File: config.mk
export PLATFORM = sky130hd
export DESIGN_NAME = exe_stage
export DESIGN_NICKNAME = d
export VERILOG_FILES = /design/src/rtl/exe_stage.sv
export SDC_FILE = /design/constraint.sdc
export NUM_CORES = 1
export LEC_CHECK = 0
export BUFFER_PORTS_ARGS = -buffer_cell sky130_fd_sc_hd__buf_2
export CAP_MARGIN = 20
export CORE_AREA = 2 2 176 178
export CTS_CLUSTER_SIZE = 25
export DETAILED_ROUTE_END_ITERATION = 6
export DIE_AREA = 0 0 178 180
export HOLD_SLACK_MARGIN = 0.1
export PLACE_DENSITY = 0.55
export SLEW_MARGIN = 20
export SYNTH_ARGS = -nofsm -noshare
export SYNTH_HDL_FRONTEND = slang
export SYNTH_SLANG_ARGS = --single-unit
export TNS_END_PERCENT = 5
File: constraint.sdc
create_clock -name clk -period 3.2 [get_ports clk]
set_clock_uncertainty 0.15 [all_clocks]
set_input_delay 0.48 -clock clk [delete_from_list [all_inputs] [get_ports clk]]
set_output_delay 0.48 -clock clk [all_outputs]
set_load 0.005 [all_outputs]
File: src/rtl/exe_stage.sv
// exe_stage - execute stage of the 5-stage LoongArch pipeline.
//
// Holds the ID->EXE payload in a pipeline register and feeds a registered
// opcode/operand set to the external ALU. It sequences the multi-cycle
// div/mod handshake (IDLE/BUSY/DONE) and captures the divider result. It
// issues the data-SRAM request, forwards the payload to MEM and drives the
// EXE->ID bypass tap.
//
// Ports:
//   clk, reset                   clock, synchronous active-high reset
//   ds_to_es_valid, es_allowin   ID->EXE handshake
//   ds_*                         ID payload (pc, opcode, operands, dest, ctrl)
//   alu_op/alu_src1/alu_src2     registered inputs to the ALU
//   alu_result, alu_dout_tvalid  ALU result; tvalid drops while div/mod pending
//   ms_allowin, es_to_ms_valid   EXE->MEM handshake
//   es_pc/result/dest/gr_we/res_from_mem   payload to MEM
//   data_sram_*                  data-SRAM request (one per instruction)
//   es_fwd_*                     bypass entry back to ID
//
// Optional feature macro: ES_DIVZERO_BYPASS_EN. When defined, a div/mod by
// zero skips the divider and yields the architectural result directly.
module exe_stage #(
  parameter int unsigned ALU_OP_W = 19,
  parameter int unsigned DEST_W   = 5
) (
  input  logic                clk,
  input  logic                reset,
  input  logic                ds_to_es_valid,
  output logic                es_allowin,
  input  logic [31:0]         ds_pc,
  input  logic [ALU_OP_W-1:0] ds_alu_op,
  input  logic [31:0]         ds_src1,
  input  logic [31:0]         ds_src2,
  input  logic [31:0]         ds_rkd_value,
  input  logic [DEST_W-1:0]   ds_dest,
  input  logic                ds_gr_we,
  input  logic                ds_mem_we,
  input  logic                ds_res_from_mem,
  output logic [ALU_OP_W-1:0] alu_op,
  output logic [31:0]         alu_src1,
  output logic [31:0]         alu_src2,
  input  logic [31:0]         alu_result,
  input  logic                alu_dout_tvalid,
  input  logic                ms_allowin,
  output logic                es_to_ms_valid,
  output logic [31:0]         es_pc,
  output logic [31:0]         es_result,
  output logic [DEST_W-1:0]   es_dest,
  output logic                es_gr_we,
  output logic                es_res_from_mem,
  output logic                data_sram_en,
  output logic [3:0]          data_sram_we,
  output logic [31:0]         data_sram_addr,
  output logic [31:0]         data_sram_wdata,
  output logic                es_fwd_valid,
  output logic [DEST_W-1:0]   es_fwd_dest,
  output logic [31:0]         es_fwd_data,
  output logic                es_fwd_is_load
);

  typedef enum logic [1:0] {DIV_IDLE, DIV_BUSY, DIV_DONE} div_state_e;

  div_state_e           div_state_q, div_state_d;
  logic                 es_valid_q;
  logic [31:0]          pc_q, src1_q, src2_q, rkd_q, div_res_q;
  logic [ALU_OP_W-1:0]  alu_op_q;
  logic [DEST_W-1:0]    dest_q;
  logic                 gr_we_q, mem_we_q, res_from_mem_q;

  logic es_ready_go;
  logic latch;
  logic is_div;
  logic ds_is_div;
  logic div_zero;
  logic ds_div_zero;

`ifdef ES_DIVZERO_BYPASS_EN
  assign div_zero    = es_valid_q & (|alu_op_q[18:15]) & (src2_q == '0);
  assign ds_div_zero = (|ds_alu_op[18:15]) & (ds_src2 == '0);
`else
  assign div_zero    = 1'b0;
  assign ds_div_zero = 1'b0;
`endif

  assign is_div    = es_valid_q & (|alu_op_q[18:15]) & ~div_zero;
  assign ds_is_div = (|ds_alu_op[18:15]) & ~ds_div_zero;
  assign latch     = es_allowin & ds_to_es_valid;

  // BUSY completes on the tvalid cycle itself so the result can leave with
  // alu_result still valid; a div sitting in IDLE waits one cycle so the
  // divider sees its start bit drop between back-to-back divisions.
  always_comb begin
    es_ready_go = 1'b1;
    unique case (div_state_q)
      DIV_IDLE: es_ready_go = ~is_div;
      DIV_BUSY: es_ready_go = alu_dout_tvalid;
      DIV_DONE: es_ready_go = 1'b1;
      default:  es_ready_go = 1'b1;
    endcase
  end

  assign es_allowin     = ~es_valid_q | (es_ready_go & ms_allowin);
  assign es_to_ms_valid = es_valid_q & es_ready_go;

  always_comb begin
    div_state_d = div_state_q;
    unique case (div_state_q)
      DIV_IDLE: if ((latch && ds_is_div) || is_div) div_state_d = DIV_BUSY;
      DIV_BUSY: if (alu_dout_tvalid) div_state_d = ms_allowin ? DIV_IDLE : DIV_DONE;
      DIV_DONE: if (ms_allowin) div_state_d = DIV_IDLE;
      default:  div_state_d = DIV_IDLE;
    endcase
  end

  always_ff @(posedge clk) begin
    if (reset) begin
      div_state_q    <= DIV_IDLE;
      es_valid_q     <= 1'b0;
      pc_q           <= '0;
      alu_op_q       <= '0;
      src1_q         <= '0;
      src2_q         <= '0;
      rkd_q          <= '0;
      dest_q         <= '0;
      gr_we_q        <= 1'b0;
      mem_we_q       <= 1'b0;
      res_from_mem_q <= 1'b0;
      div_res_q      <= '0;
    end else begin
      div_state_q <= div_state_d;
      if (es_allowin) es_valid_q <= ds_to_es_valid;
      if (latch) begin
        pc_q           <= ds_pc;
        alu_op_q       <= ds_alu_op;
        src1_q         <= ds_src1;
        src2_q         <= ds_src2;
        rkd_q          <= ds_rkd_value;
        dest_q         <= ds_dest;
        gr_we_q        <= ds_gr_we;
        mem_we_q       <= ds_mem_we;
        res_from_mem_q <= ds_res_from_mem;
      end
      if (div_state_q == DIV_BUSY && alu_dout_tvalid) div_res_q <= alu_result;
    end
  end

  // Div bits reach the ALU only while BUSY; this also masks them in DONE,
  // in the IDLE gap cycle and for a bypassed divide-by-zero.
  always_comb begin
    alu_op = '0;
    if (es_valid_q) begin
      alu_op = alu_op_q;
      if (div_state_q != DIV_BUSY) alu_op[18:15] = '0;
    end
  end

  assign alu_src1 = src1_q;
  assign alu_src2 = src2_q;

  always_comb begin
    es_result = alu_result;
    if (div_state_q == DIV_DONE) es_result = div_res_q;
`ifdef ES_DIVZERO_BYPASS_EN
    if (div_zero) es_result = (alu_op_q[15] | alu_op_q[16]) ? '1 : src1_q;
`endif
  end

  assign es_pc           = pc_q;
  assign es_dest         = dest_q;
  assign es_gr_we        = gr_we_q;
  assign es_res_from_mem = res_from_mem_q;

  assign data_sram_en    = es_valid_q & es_ready_go & ms_allowin & (mem_we_q | res_from_mem_q);
  assign data_sram_we    = {4{mem_we_q & data_sram_en}};
  assign data_sram_addr  = alu_result;
  assign data_sram_wdata = rkd_q;

  assign es_fwd_valid    = es_valid_q & gr_we_q & (dest_q != '0);
  assign es_fwd_dest     = dest_q;
  assign es_fwd_data     = es_result;
  assign es_fwd_is_load  = es_fwd_valid & (res_from_mem_q | ~es_ready_go);

endmodule

==> impl_summary.txt <==
----------------------------------------------------
[CTS]
  Max Buffers Root-to-Sink ... 2
  Clock tree from TritonCTS ... done
  Number of sinks driven by the clock tree ... between 150 and 200
  Skew-Pair Late Insertion Delay ... 0.42 ns
  H-tree depth reported by CTS ... 4
  TritonCTS buffer count ... 17
  Clk Tree Root Cell ... sky130_fd_sc_hd__clkbuf_16
  Worst-path clk slew ... roughly 0.07 ns

[Worst setup path]
  Maximum fanout along the worst path ... 32
  Delay-heaviest family, CP ... buffers and inverters
  Startpoint type of the worst setup path ... register
  Cells along the critical path ... inv_1 > nand2_1 > buf_4 > mux2_2 > buf_2
  Number of buffers and inverters on the critical path ... 3
  Critical R2R Launch ... alu_op_q[15]
  Type of the setup path with the least slack ... register to output port
  Critical path's largest stage delay ... roughly 0.45 ns
  Endpoint of the worst-slack reg-to-reg timing path ... data_sram_wdata[30]
  Cells on worst reg2reg path ... 6
  WP data required ... roughly 2.6 ns
  Worst-case register-to-register setup slack ... roughly 0.96 ns
  Kind of capture point of the worst setup path ... output port
  Arrival time worst endpoint ... around 2 ns
  Slowest stage cell, crit path ... sky130_fd_sc_hd__mux2_2

[Detailed routing]
  Number of nets still failing antenna checks after routing ... 0
  DR vias/cell ... between 4 and 5
  Via count ... between 7000 and 8000
  DRC violation count after routing ... 0
  Average wire length per cell after detail routing ... roughly 15 um
  Iteration-0 DRC Markers ... 273
  1st-pass router iterations ... 4
  Detailed Route WL ... ~25000 um

[Floorplanning]
  Die outline height ... about 180 um
  Initial Utilization ... between 30% and 40%
  Total I/O pin count ... about 460
  Placement row count ... 64
  Horizontal die dimension ... 178 um
  Total die area ... 32040 um^2
  Core box area ... between 30000 and 40000 um^2

[Finish]
  Area Overhead vs Synth ... 25.96%
  Share of post-route cells with drive strength above 1 ... approximately two fifths
  Count of filler cells inserted in the layout ... 3082
  Finished Cell Area ... 11890 um^2
  Net total in the final layout ... 1511
  Final design utilization ... slightly below 40%
  Sequential cell area ... about 3800 um^2
  Multi-input gate area ... between 4000 and 5000 um^2

[GRT]
  GRT Util Overall ... between 15 and 20%
  Remaining global-route overflow ... 0
  Global-route wire length before repair ... 38720 um
  Maximum number of pins on one net before global-route repair ... 134
  Via count of the first global-routing pass ... between 7000 and 8000
  Antenna violations before repair ... 2

[Logic synthesis]
  Fraction of synthesized cell area taken by the top area cell type ... slightly above 40%
  Synthesized netlist cell count ... between 900 and 1000
  Dominant cell type by area after synthesis ... sky130_fd_sc_hd__dfxtp_1
  Register area share after synthesis ... about two fifths
  Netlist area before placement ... about 9400 um^2
  Post-synth top flop ... sky130_fd_sc_hd__dfxtp_1
  Number of enable-type register cells in the synthesized netlist ... 0
  FFs w/ async S/R, synth ... 0%
  Syn_area_per_cell ... around 9.8 um^2
  Count leader, synth ... sky130_fd_sc_hd__nand2b_1
  Synth cell types ... 34
  Net Count, Synth ... roughly 1200
  Count of warnings emitted by yosys ... 0
  Leading cell types by total area after synthesis ... sky130_fd_sc_hd__dfxtp_1 40%, sky130_fd_sc_hd__nand2b_1 20%, sky130_fd_sc_hd__mux2i_1 16%, sky130_fd_sc_hd__buf_4 5.7%, sky130_fd_sc_hd__mux2_2 3.8%
  Most common library cells after synthesis ... 308 x sky130_fd_sc_hd__nand2b_1, 190 x sky130_fd_sc_hd__dfxtp_1, 154 x sky130_fd_sc_hd__mux2i_1
  Count of state elements after synthesis ... 190

[Worst hold path]
  Worst min-delay path class ... primary input to register
  End of the worst hold path ... alu_src1[29]
  Critical hold path startpoint ... ds_src1[29]
  Worst hold path depth ... 3

[STA]
  Max-slew headroom at the worst pin ... 50.66%
  Share of the clock period used by the worst path after layout ... between 80% and 90%
  Slew at the pin closest to its max-slew limit ... approximately 0.74 ns
  Unrepaired setup endpoints after global routing ... false
  Final setup violation count ... 0
  Final total negative setup slack ... 0 ns
  Number of hold-slack violations in the final timing report ... 0
  Final worst hold slack ... between 0.1 and 0.15 ns
  Minimum period implied by the final worst setup slack ... ~2.6 ns
  Maximum clock frequency ... roughly 380 MHz
  Slew Limit Fails ... 0

[Pwr]
  Power density over the cells ... ~500 nW/um^2
  Static power due to leakage ... ~5.6 nW
  Maximum VDD drop ... around 0.32 mV
  Total Power Consumption ... slightly below 0.006 W

[Placed design]
  Final Wtd Congestion ... 0.7919
  Area of placed instances ... 11300 um^2
  Input/output buffers ... around 460
  Final HPWL from detailed placement ... 18730 um

[Job]
  Maximum Capacitance Violations ... 0

[Run status]
  Status ... complete, no violations

----------------------------------------------------
## worst max path at each step
| stage | slack (ns) | cells after the start | to | from |
|---|---|---|---|---|
| final | 0.58 | 5 | es_fwd_data[11] | div_state_q[0] |
| after global routing | 0.45 | 5 | es_fwd_data[11] | div_state_q[0] |
| after CTS | 0.57 | 5 | es_fwd_data[11] | div_state_q[0] |
| after detailed placement | 0.86 | 7 | data_sram_wdata[2] | alu_dout_tvalid |
| after global placement | 0.92 | 7 | alu_src1[22] | alu_dout_tvalid |
| after floorplan | 1.13 | 5 | es_result[10] | div_state_q[0] |
## cell usage in the layout (no fill, tap or decap), drive strengths merged, types with 2 or more instances in the layout
cell,n
buf,471
nand2b,308
dfxtp,190
mux2i,154
nand2,66
a21oi,33
mux2,32
clkbuf,18
and2,17
inv,6
and3,4
bufinv,3
clkinv,3
nor2,2
o311a,2
clkinvlp,2
nor3,2
## repair_timing
| action | CTS | global route |
|---|---|---|
| hold buffers | 1 | 0 |
| resized for setup | 0 | 0 |
| endpoints found under the hold margin | 1 | 0 |
| setup buffers | 0 | 0 |
## metrics by stage
| stage | setup WS (ns) | cells |
|---|---|---|
| floorplan | 1.129 | 967 |
| global placement | 0.9233 | 1695 |
| detailed placement | 0.8640 | 1695 |
| CTS | 0.5695 | 1724 |
| global route | 0.4469 | 1725 |
| finish | 0.5788 | 1725 |
## routing by layer
layer / vias to the layer above / wire length, um / GRT usage [%]
met5: - / 0 / 0
met3: 14 / 1683 / 4.061
met2: 240 / 11750 / 25.09
met1: 3320 / 11480 / 19.37
li1: 3759 / - / -
met4: 0 / 353 / 4.590
## layout make-up
cell class | instances | area share (%)
well taps | 396 | 4.169
inverters | 4 | 0.1263
flip-flops and latches | 190 | 32.00
clock inverters | 10 | 1.190
diodes | 1 | 0.02105
repair buffers | 472 | 20.62
clock buffers | 18 | 3.611
multi-input cells | 634 | 38.26
## sequential cells by signal, indices dropped and copies added (netlist names)
signal and cells:
alu_src2 32, es_dest 5, alu_src1 32, es_pc 32
es_valid_q 1, mem_we_q 1, data_sram_wdata 32, es_gr_we 1
es_res_from_mem 1, div_state_q 2, alu_op_q 19, div_res_q 32
## tightest hold or removal path, stage by stage
cell,delay [ns]
sky130_fd_sc_hd__buf_2,0.09
sky130_fd_sc_hd__nand2b_1,0.05
sky130_fd_sc_hd__mux2i_1,0.06
## report_power, final
part	switching, W	internal (W)
clock	0.000942	0.00122
combinational	0.000499	0.000539
sequential	0.0000988	0.00255
## cells by family after synthesis
logic type | count (synthesis) | synth area share (%)
muxes | 186 | 20.16
buffers and inverters | 143 | 11.50
and+or+nand+nor | 406 | 25.36
DFF | 190 | 40.31
AOI/OAI and AO/OA | 42 | 2.679
(Power assumes the default switching activity.)
